[config.mk]
export PLATFORM = sky130hd
export DESIGN_NAME = mcs_io_bus_bridge
export DESIGN_NICKNAME = d
export VERILOG_FILES = /design/src/rtl/fpro_bus_pkg.sv /design/src/rtl/mcs_io_bus_bridge.sv
export SDC_FILE = /design/constraint.sdc
export NUM_CORES = 1
export LEC_CHECK = 0
export CORE_AREA = 2 2 115 117
export CTS_BUF_LIST = sky130_fd_sc_hd__clkbuf_16
export CTS_CLUSTER_SIZE = 25
export DETAILED_ROUTE_END_ITERATION = 12
export DIE_AREA = 0 0 117 119
export MAX_ROUTING_LAYER = met4
export PLACE_DENSITY = 0.84
export SLEW_MARGIN = 20
export SYNTH_ARGS = -nofsm -noshare
export SYNTH_HDL_FRONTEND = slang
export SYNTH_SLANG_ARGS = --single-unit
[constraint.sdc]
create_clock -name clk -period 3.9 [get_ports clk]
set_clock_uncertainty 0.15 [all_clocks]
set_input_delay 0.39 -clock clk [delete_from_list [all_inputs] [get_ports clk]]
set_output_delay 0.39 -clock clk [all_outputs]
set_load 0.005 [all_outputs]
[src/rtl/fpro_bus_pkg.sv]
// Shared types and constants for the MCS IO bus to FPro bus bridge.
// Holds the bridge FSM states, error codes and FPro address geometry.
package fpro_bus_pkg;

   typedef enum logic [1:0] {
      IDLE,
      ACCESS,
      WAIT,
      RESP
   } state_t;

   typedef logic [2:0] err_code_t;

   localparam err_code_t ERR_NONE    = 3'd0;
   localparam err_code_t ERR_OFF_WIN = 3'd1;
   localparam err_code_t ERR_PART_BE = 3'd2;
   localparam err_code_t ERR_RD_WR   = 3'd3;
   localparam err_code_t ERR_OVERRUN = 3'd4;

   localparam int REGION_BIT = 23;
   localparam int FP_AW      = 21;

endpackage

[src/rtl/mcs_io_bus_bridge.sv]
// MicroBlaze MCS IO bus to FPro system bus bridge.
// Decodes the window, strobes one FPro slot, returns a one-cycle io_ready.
module mcs_io_bus_bridge
   import fpro_bus_pkg::*;
#(
   parameter logic [31:0] BRG_BASE    = 32'hC000_0000,
   parameter int          RD_WAIT     = 0,
   parameter logic [31:0] ERR_RD_DATA = 32'hDEAD_BEEF
) (
   input  logic             clk,
   input  logic             reset_n,
   input  logic             io_addr_strobe,
   input  logic             io_read_strobe,
   input  logic             io_write_strobe,
   input  logic [3:0]       io_byte_enable,
   input  logic [31:0]      io_address,
   input  logic [31:0]      io_write_data,
   output logic [31:0]      io_read_data,
   output logic             io_ready,
   output logic             fp_mmio_cs,
   output logic             fp_video_cs,
   output logic             fp_wr,
   output logic             fp_rd,
   output logic [FP_AW-1:0] fp_addr,
   output logic [31:0]      fp_wr_data,
   input  logic [31:0]      fp_rd_data,
   input  logic             err_clr,
   output logic             err_flag,
   output logic [2:0]       err_code,
   output logic [31:0]      err_addr
);

   localparam logic [1:0] WAIT_LAST = 2'(RD_WAIT - 1);
   localparam logic       HAS_WAIT  = (RD_WAIT != 0);

   state_t state_q, state_d;

   logic [REGION_BIT:2] addr_q;
   logic [31:0] wdata_q;
   logic [31:0] rdata_q;
   logic        rd_q;
   logic        wr_q;
   logic        legal_q;
   logic [1:0]  cnt_q;

   err_code_t cls_code;
   err_code_t new_code;
   logic      new_err;
   logic      start;
   logic      smp;

   assign start = io_addr_strobe && (state_q == IDLE);

   // First matching rule decides the error reported for a new access
   always_comb begin
      cls_code = ERR_NONE;
      if (io_address[31:24] != BRG_BASE[31:24])
         cls_code = ERR_OFF_WIN;
      else if (io_read_strobe && io_write_strobe)
         cls_code = ERR_RD_WR;
      else if (io_write_strobe && io_byte_enable != 4'hF)
         cls_code = ERR_PART_BE;
   end

   always_comb begin
      new_err  = 1'b0;
      new_code = ERR_NONE;
      if (io_addr_strobe && state_q != IDLE) begin
         new_err  = 1'b1;
         new_code = ERR_OVERRUN;
      end else if (start && cls_code != ERR_NONE) begin
         new_err  = 1'b1;
         new_code = cls_code;
      end
   end

   assign smp = ((state_q == ACCESS) && !(rd_q && HAS_WAIT)) ||
                ((state_q == WAIT) && (cnt_q == WAIT_LAST));

   always_ff @(posedge clk or negedge reset_n) begin
      if (!reset_n) state_q <= IDLE;
      else          state_q <= state_d;
   end

   always_comb begin
      state_d = state_q;
      unique case (state_q)
         IDLE:   if (io_addr_strobe) state_d = ACCESS;
         ACCESS: state_d = (rd_q && HAS_WAIT) ? WAIT : RESP;
         WAIT:   if (cnt_q == WAIT_LAST) state_d = RESP;
         RESP:   state_d = IDLE;
         default: state_d = IDLE;
      endcase
   end

   always_comb begin
      fp_rd        = 1'b0;
      fp_wr        = 1'b0;
      fp_mmio_cs   = 1'b0;
      fp_video_cs  = 1'b0;
      io_ready     = 1'b0;
      io_read_data = '0;
      unique case (state_q)
         ACCESS: begin
            fp_rd = legal_q && rd_q;
            fp_wr = legal_q && wr_q;
         end
         WAIT: fp_rd = legal_q && rd_q;
         RESP: begin
            io_ready = 1'b1;
            if (rd_q) io_read_data = legal_q ? rdata_q : ERR_RD_DATA;
         end
         default: ;
      endcase
      fp_mmio_cs  = (fp_rd || fp_wr) && !addr_q[REGION_BIT];
      fp_video_cs = (fp_rd || fp_wr) &&  addr_q[REGION_BIT];
   end

   assign fp_addr    = addr_q[REGION_BIT-1:2];
   assign fp_wr_data = wdata_q;

   always_ff @(posedge clk or negedge reset_n) begin
      if (!reset_n) begin
         addr_q  <= '0;
         wdata_q <= '0;
         rdata_q <= '0;
         rd_q    <= 1'b0;
         wr_q    <= 1'b0;
         legal_q <= 1'b0;
         cnt_q   <= '0;
      end else begin
         if (start) begin
            addr_q  <= io_address[REGION_BIT:2];
            wdata_q <= io_write_data;
            rd_q    <= io_read_strobe;
            wr_q    <= io_write_strobe;
            legal_q <= (cls_code == ERR_NONE);
         end
         if (state_q == ACCESS)    cnt_q <= '0;
         else if (state_q == WAIT) cnt_q <= cnt_q + 2'd1;
         if (smp && rd_q && legal_q) rdata_q <= fp_rd_data;
      end
   end

   // A clear coinciding with a new error still records that error
   always_ff @(posedge clk or negedge reset_n) begin
      if (!reset_n) begin
         err_flag <= 1'b0;
         err_code <= '0;
         err_addr <= '0;
      end else if (new_err && (!err_flag || err_clr)) begin
         err_flag <= 1'b1;
         err_code <= new_code;
         err_addr <= io_address;
      end else if (err_clr) begin
         err_flag <= 1'b0;
         err_code <= '0;
         err_addr <= '0;
      end
   end

endmodule

# Word-level counts from Yosys, hierarchy flattened
# Cells that the tools add are included.
classes:
  addsub: 1
  n_eq_ne: 8
  mux: 24
  n_reduce_logical: 26
ops:
  columns: ["operator", "count"]
  rows:
  - ["two-way mux 32 bit", 5]
  - ["two-way mux 3 bit", 6]
  - ["logical AND 1 bit", 13]
  - ["two-way mux 2 bit", 5]
  - ["!= test 8 bit, second input constant", 1]
  - ["one-hot mux 2 bit (4 select lines)", 1]
  - ["two-way mux 1 bit", 7]
  - ["equality test 2 bit, second input constant", 3]
  - ["nonzero test 2 bit", 3]
  - ["!= test 4 bit, second input constant", 1]
  - ["logical NOT 3 bit", 1]
  - ["logical OR 1 bit", 3]
  - ["nonzero test 3 bit", 1]
  - ["adder 2 x 1 -> 2 bit, second input constant", 1]
  - ["equality test 2 x 1 -> 1 bit, second input constant", 1]
  - ["logical NOT 1 bit", 2]
  - ["logical NOT 2 bit", 1]
  - ["!= test 2 x 1 -> 1 bit, second input constant", 1]
  - ["!= test 2 bit, second input constant", 1]
  - ["AND reduction 2 bit", 1]
  - ["OR reduction 2 bit", 1]
word_totals:
  register_bits: 129
  output_inout_bits: 126
  elab_cells: 70

# Depth between registers and ports, before layout
logic_depth:
  word_depth: 11
  depth_mapped: 8
  ltp_nobuf: 6

# Least setup slack after synthesis
# No wires, ideal clock.
synth_path:
  path_type: "reg-to-reg"
  start: "register state_q[0]"
  end: "register addr_q[10] in the netlist's numbering"
  t_arrival_ps: 1621
  required_time_ps: 3625
  setup_slack_ps: 2005
  stages_incl_launch_ff: 7
  n_path_buf: 2
  period_less_slack_ps: 1895
  cell_sequence: "dfrtp_1 inv_1 ha_1 nand2_1 clkbuf_1 buf_2 mux2_2"
synth_via:
  elab_chain_cells: 2
synth_lines:
  columns: ["item", "line", "rtl"]
  rows:
  - ["start: declaration", "mcs_io_bus_bridge.sv:36", "state_t state_q, state_d;"]
  - ["start signal: assignment", "mcs_io_bus_bridge.sv:82", "else state_q <= state_d;"]
  - ["logical NOT 2 bit", "mcs_io_bus_bridge.sv:52", "assign start = io_addr_strobe && (state_q == IDLE);"]
  - ["logical AND 1 bit", "mcs_io_bus_bridge.sv:52", null]
  - ["end signal: assignment", "mcs_io_bus_bridge.sv:133", "addr_q <= io_address[REGION_BIT:2];"]
  - ["end: declaration", "mcs_io_bus_bridge.sv:38", "logic [REGION_BIT:2] addr_q;"]
# Every way passes these cells.
# A chain may end at the register's enable or synchronous reset.

# Final worst setup path
layout_path:
  start: "register state_q[0]"
  end: "output io_read_data[1]"
layout_via:
  elab_chain_cells: 2
layout_lines:
  columns: ["item", "line", "rtl"]
  rows:
  - ["equality test 2 bit", "mcs_io_bus_bridge.sv:103", "unique case (state_q)"]
  - ["two-way mux 32 bit", "mcs_io_bus_bridge.sv:103", null]
  - ["end: declaration", "mcs_io_bus_bridge.sv:18", "output logic [31:0] io_read_data,"]
# Every way passes these cells.

==> flow_summary_export.csv <==
group,metric,value,unit
drt,detail_route.iter0.violations,214,
global_route,antenna_found_initial,0,
drt,viasPerCell,4.954,
yosys,synth_top_family_by_area,"compound AO/OA/AOI/OAI gates",
cells_and_area,antennaDiodeCount,0,
yosys,yosysWarnings,0,
timing,finalSetupViolCount,0,
min_path,hold_start,"err_clr",
drt,drc,0,
global_route,grt_max_degree,64,
yosys,synthMuxAreaShare,12.81,%
setup_path,startpoint,"state_q[0]$_DFFE_PN0P_",
drt,vias,4444,
cts,cts_tree,"built",
cts,cts-buffers-inserted,17,
setup_path,r2r-end,"rdata_q[17]$_DFFE_PN0P_",
cts,cts_max_level,4,
setup_path,cp-end-kind,"output port",
yosys,synthCells,501,
timing,slew_viol_final,0,
outcome,status,"complete, no violations",
drt,routedWlPerCell,16.70,um
drt,drtPass1Iterations,4,
cts,post_cts_resized,0,
yosys,synth_top_cells_by_area,"dfrtp_1 (56%), mux2_2 (13%), o32ai_2 (6.4%), nand2_1 (4.1%), inv_1 (3.6%)",
power,power_leakage,3.701,nW
yosys,synthDominantCellAreaShare,55.65,%
place,hpwl,10.90,mm
yosys,synth_fa_ha_area_share,1.294,%
cts,clk_path_buf_depth,2,
cells_and_area,synthToLayoutAreaGrowth,49.55,%
drt,met3WireLength,791,um
timing,rsz0062_at_grt,"no",
setup_path,cp.arrival,2400,ps
timing,max_slew.worst_pin.slew,1056,ps
yosys,ys.flop_type,"dfrtp_1",
setup_path,path_max_fanout,24,
timing,hold_viol_final,0,
setup_path,path_class,"reg2out",
drt,wl_met1,5.837,mm
yosys,synth_top_area_cell,"dfrtp_1",
yosys,seq_area_frac_synth,55.65,%
drt,wl_met2,7.875,mm
setup_path,cp-start-kind,"flip-flop",
place,post-place-cells,864,
floorplanning,die_h,119,um
drt,drt-total-wl,14.98,mm
global_route,grt_pass1_vias,4846,
floorplanning,coreArea,12870,sq um
yosys,yosys.area_share.simple,8.175,%
global_route,overflow,0,
yosys,yosys_register_bits,129,
yosys,synthArstFlopShare,100.0,%
place,dp_slack,1279,ps
cells_and_area,final_cell_count_no_fill,897,
cells_and_area,final_nets,820,
yosys,syn_area,5801,sq um
setup_path,r2r_setup_slack,1540,ps
floorplanning,dieWidth,117,um
timing,slew_headroom,29.41,%
floorplanning,start_util,45.05,%
timing,tns,0,ps
cells_and_area,drive_above_1_share,18.86,%
yosys,synth-xor-area-share,0,%
setup_path,r2r_cells,5,
power,vdd_drop_max,0.0004105,V
yosys,synth-edff-count,0,
cts,clock_latency,410,ps
setup_path,cp_data_required_time,3360,ps
setup_path,r2r-start,"state_q[1]$_DFFE_PN0P_",
cts,cts.sinks,129,
global_route,grt_first_pass_wirelength,23.65,mm
yosys,synth-compound-area-share,13.11,%
cts,clk_pin_slew,60,ps
drt,highest_layer,"met4",
min_path,min_to,"err_flag$_DFFE_PN0P_",
yosys,ys_types,31,
timing,whs,227.2,ps
cts,root_buffer,"clkbuf_16",
global_route,track_usage,22.82,%
timing,period_needed,2945,ps
power,power,0.006043,W
flow_run,cap_viol_max_count,0,
min_path,hold_depth,3,
timing,layout_setup_ws,955.1,ps
place,place_congestion,0.8330,
timing,fmax,0.3396,GHz
floorplanning,num_rows,42,
yosys,syn_nets,613,
timing,period_share,75.51,%
drt,ant_nets,0,
floorplanning,ios,232,
floorplanning,die-area,13920,sq um
yosys,syn_avg_cell_area,11.58,sq um
yosys,synth.most_common_cell,"dfrtp_1",
min_path,hold_class,"in2reg",
power,pwr_density_cell,696.6,nW/um^2
yosys,synth_common_cells,"dfrtp_1 (129), mux2_2 (66), nand2_1 (64), inv_1 (55), o21ai_0 (33)",
place,io_buffers,231,
==> layout make-up <==
| type | instances | area (sq um) |
|---|---|---|
| Clock buffer | 17 | 425.4 |
| Clock inverter | 15 | 143.9 |
| Fill cell | 977 | 4200 |
| Inverter | 55 | 206.4 |
| Multi-Input combinational cell | 265 | 2063 |
| Sequential cell | 129 | 3228 |
| Tap cell | 176 | 220.2 |
| Timing Repair Buffer | 240 | 2387 |
==> layout by cell type, fill, tap and decap left out, types with 2 or more instances in the layout <==
cell,count
inv_1,56
buf_4,8
ha_1,6
nand2_1,63
nor2_1,4
dfrtp_1,129
a21oi_1,28
clkbuf_16,17
o21ai_0,33
clkinv_4,2
o32ai_2,23
bufinv_16,2
o32ai_1,3
and2_1,2
clkinv_2,4
nor2b_1,2
clkdlybuf4s50_1,229
nand3_1,2
nand2b_1,9
and3_1,10
mux2_2,66
clkinvlp_4,4
o22ai_1,2
==> worst max-delay path, cell delays in order, from the launching register on <==
cell	delay, ps
dfrtp_1	420
ha_1	220
nand2_1	470
a21oi_1	340
clkdlybuf4s50_1	550
==> repair_timing <==
| item | 4_1_cts | 5_1_grt |
|---|---|---|
| endpoints found under the hold margin | 61 | 0 |
| buffers inserted | 0 | 0 |
| hold buffers | 1 | 0 |
| setup endpoints to repair | 0 | 0 |
==> logic make-up after synthesis <==
family	after synthesis
buffers and inverters	107
adders and majority gates	6
DFF	129
AOI/OAI and AO/OA	93
muxes	66
and+or+nand+nor	100
==> sequential cells by signal (all words and copies together), names as in the netlist <==
name,flops
err_flag,1
err_addr,32
rd_q,1
addr_q,22
fp_wr_data,32
cnt_q,2
err_code,3
legal_q,1
wr_q,1
state_q,2
rdata_q,32
==> report_power, final <==
group | internal [W] | switching (W) | leakage [nW]
Sequential | 0.00189 | 0.000275 | 1.58
Clock | 0.000933 | 0.000585 | 0.274
Combinational | 0.00142 | 0.000932 | 1.85
Total | 0.00425 | 0.00179 | 3.70
==> routing by layer <==
metal	global-route usage [%]	up-vias
met4	10.59	0
met3	5.344	38
met5	-	-
li1	-	2075
met2	38.40	155
met1	25.47	2176
==> worst max path at each step <==
stage                               end  slack [ps]  cells past startpoint
2_1_floorplan    addr_q[10]$_DFFE_PN0N_        2000                      6
3_3_place_gp   err_addr[26]$_DFFE_PN0P_        1440                      5
3_5_place_dp    err_addr[1]$_DFFE_PN0P_        1280                      5
4_1_cts                io_read_data[13]         960                      4
5_1_grt                 io_read_data[2]         800                      4
6_report                io_read_data[1]         960                      4
==> metrics by stage <==
stage	utilization, %	cell area [sq um]
after floorplan	-	5801
after global placement	62.88	8095
after detailed placement	62.88	8095
after CTS	67.38	8675
after global routing	67.38	8675
final	67.38	8675
No activity file was read; power rests on OpenSTA's default activity.
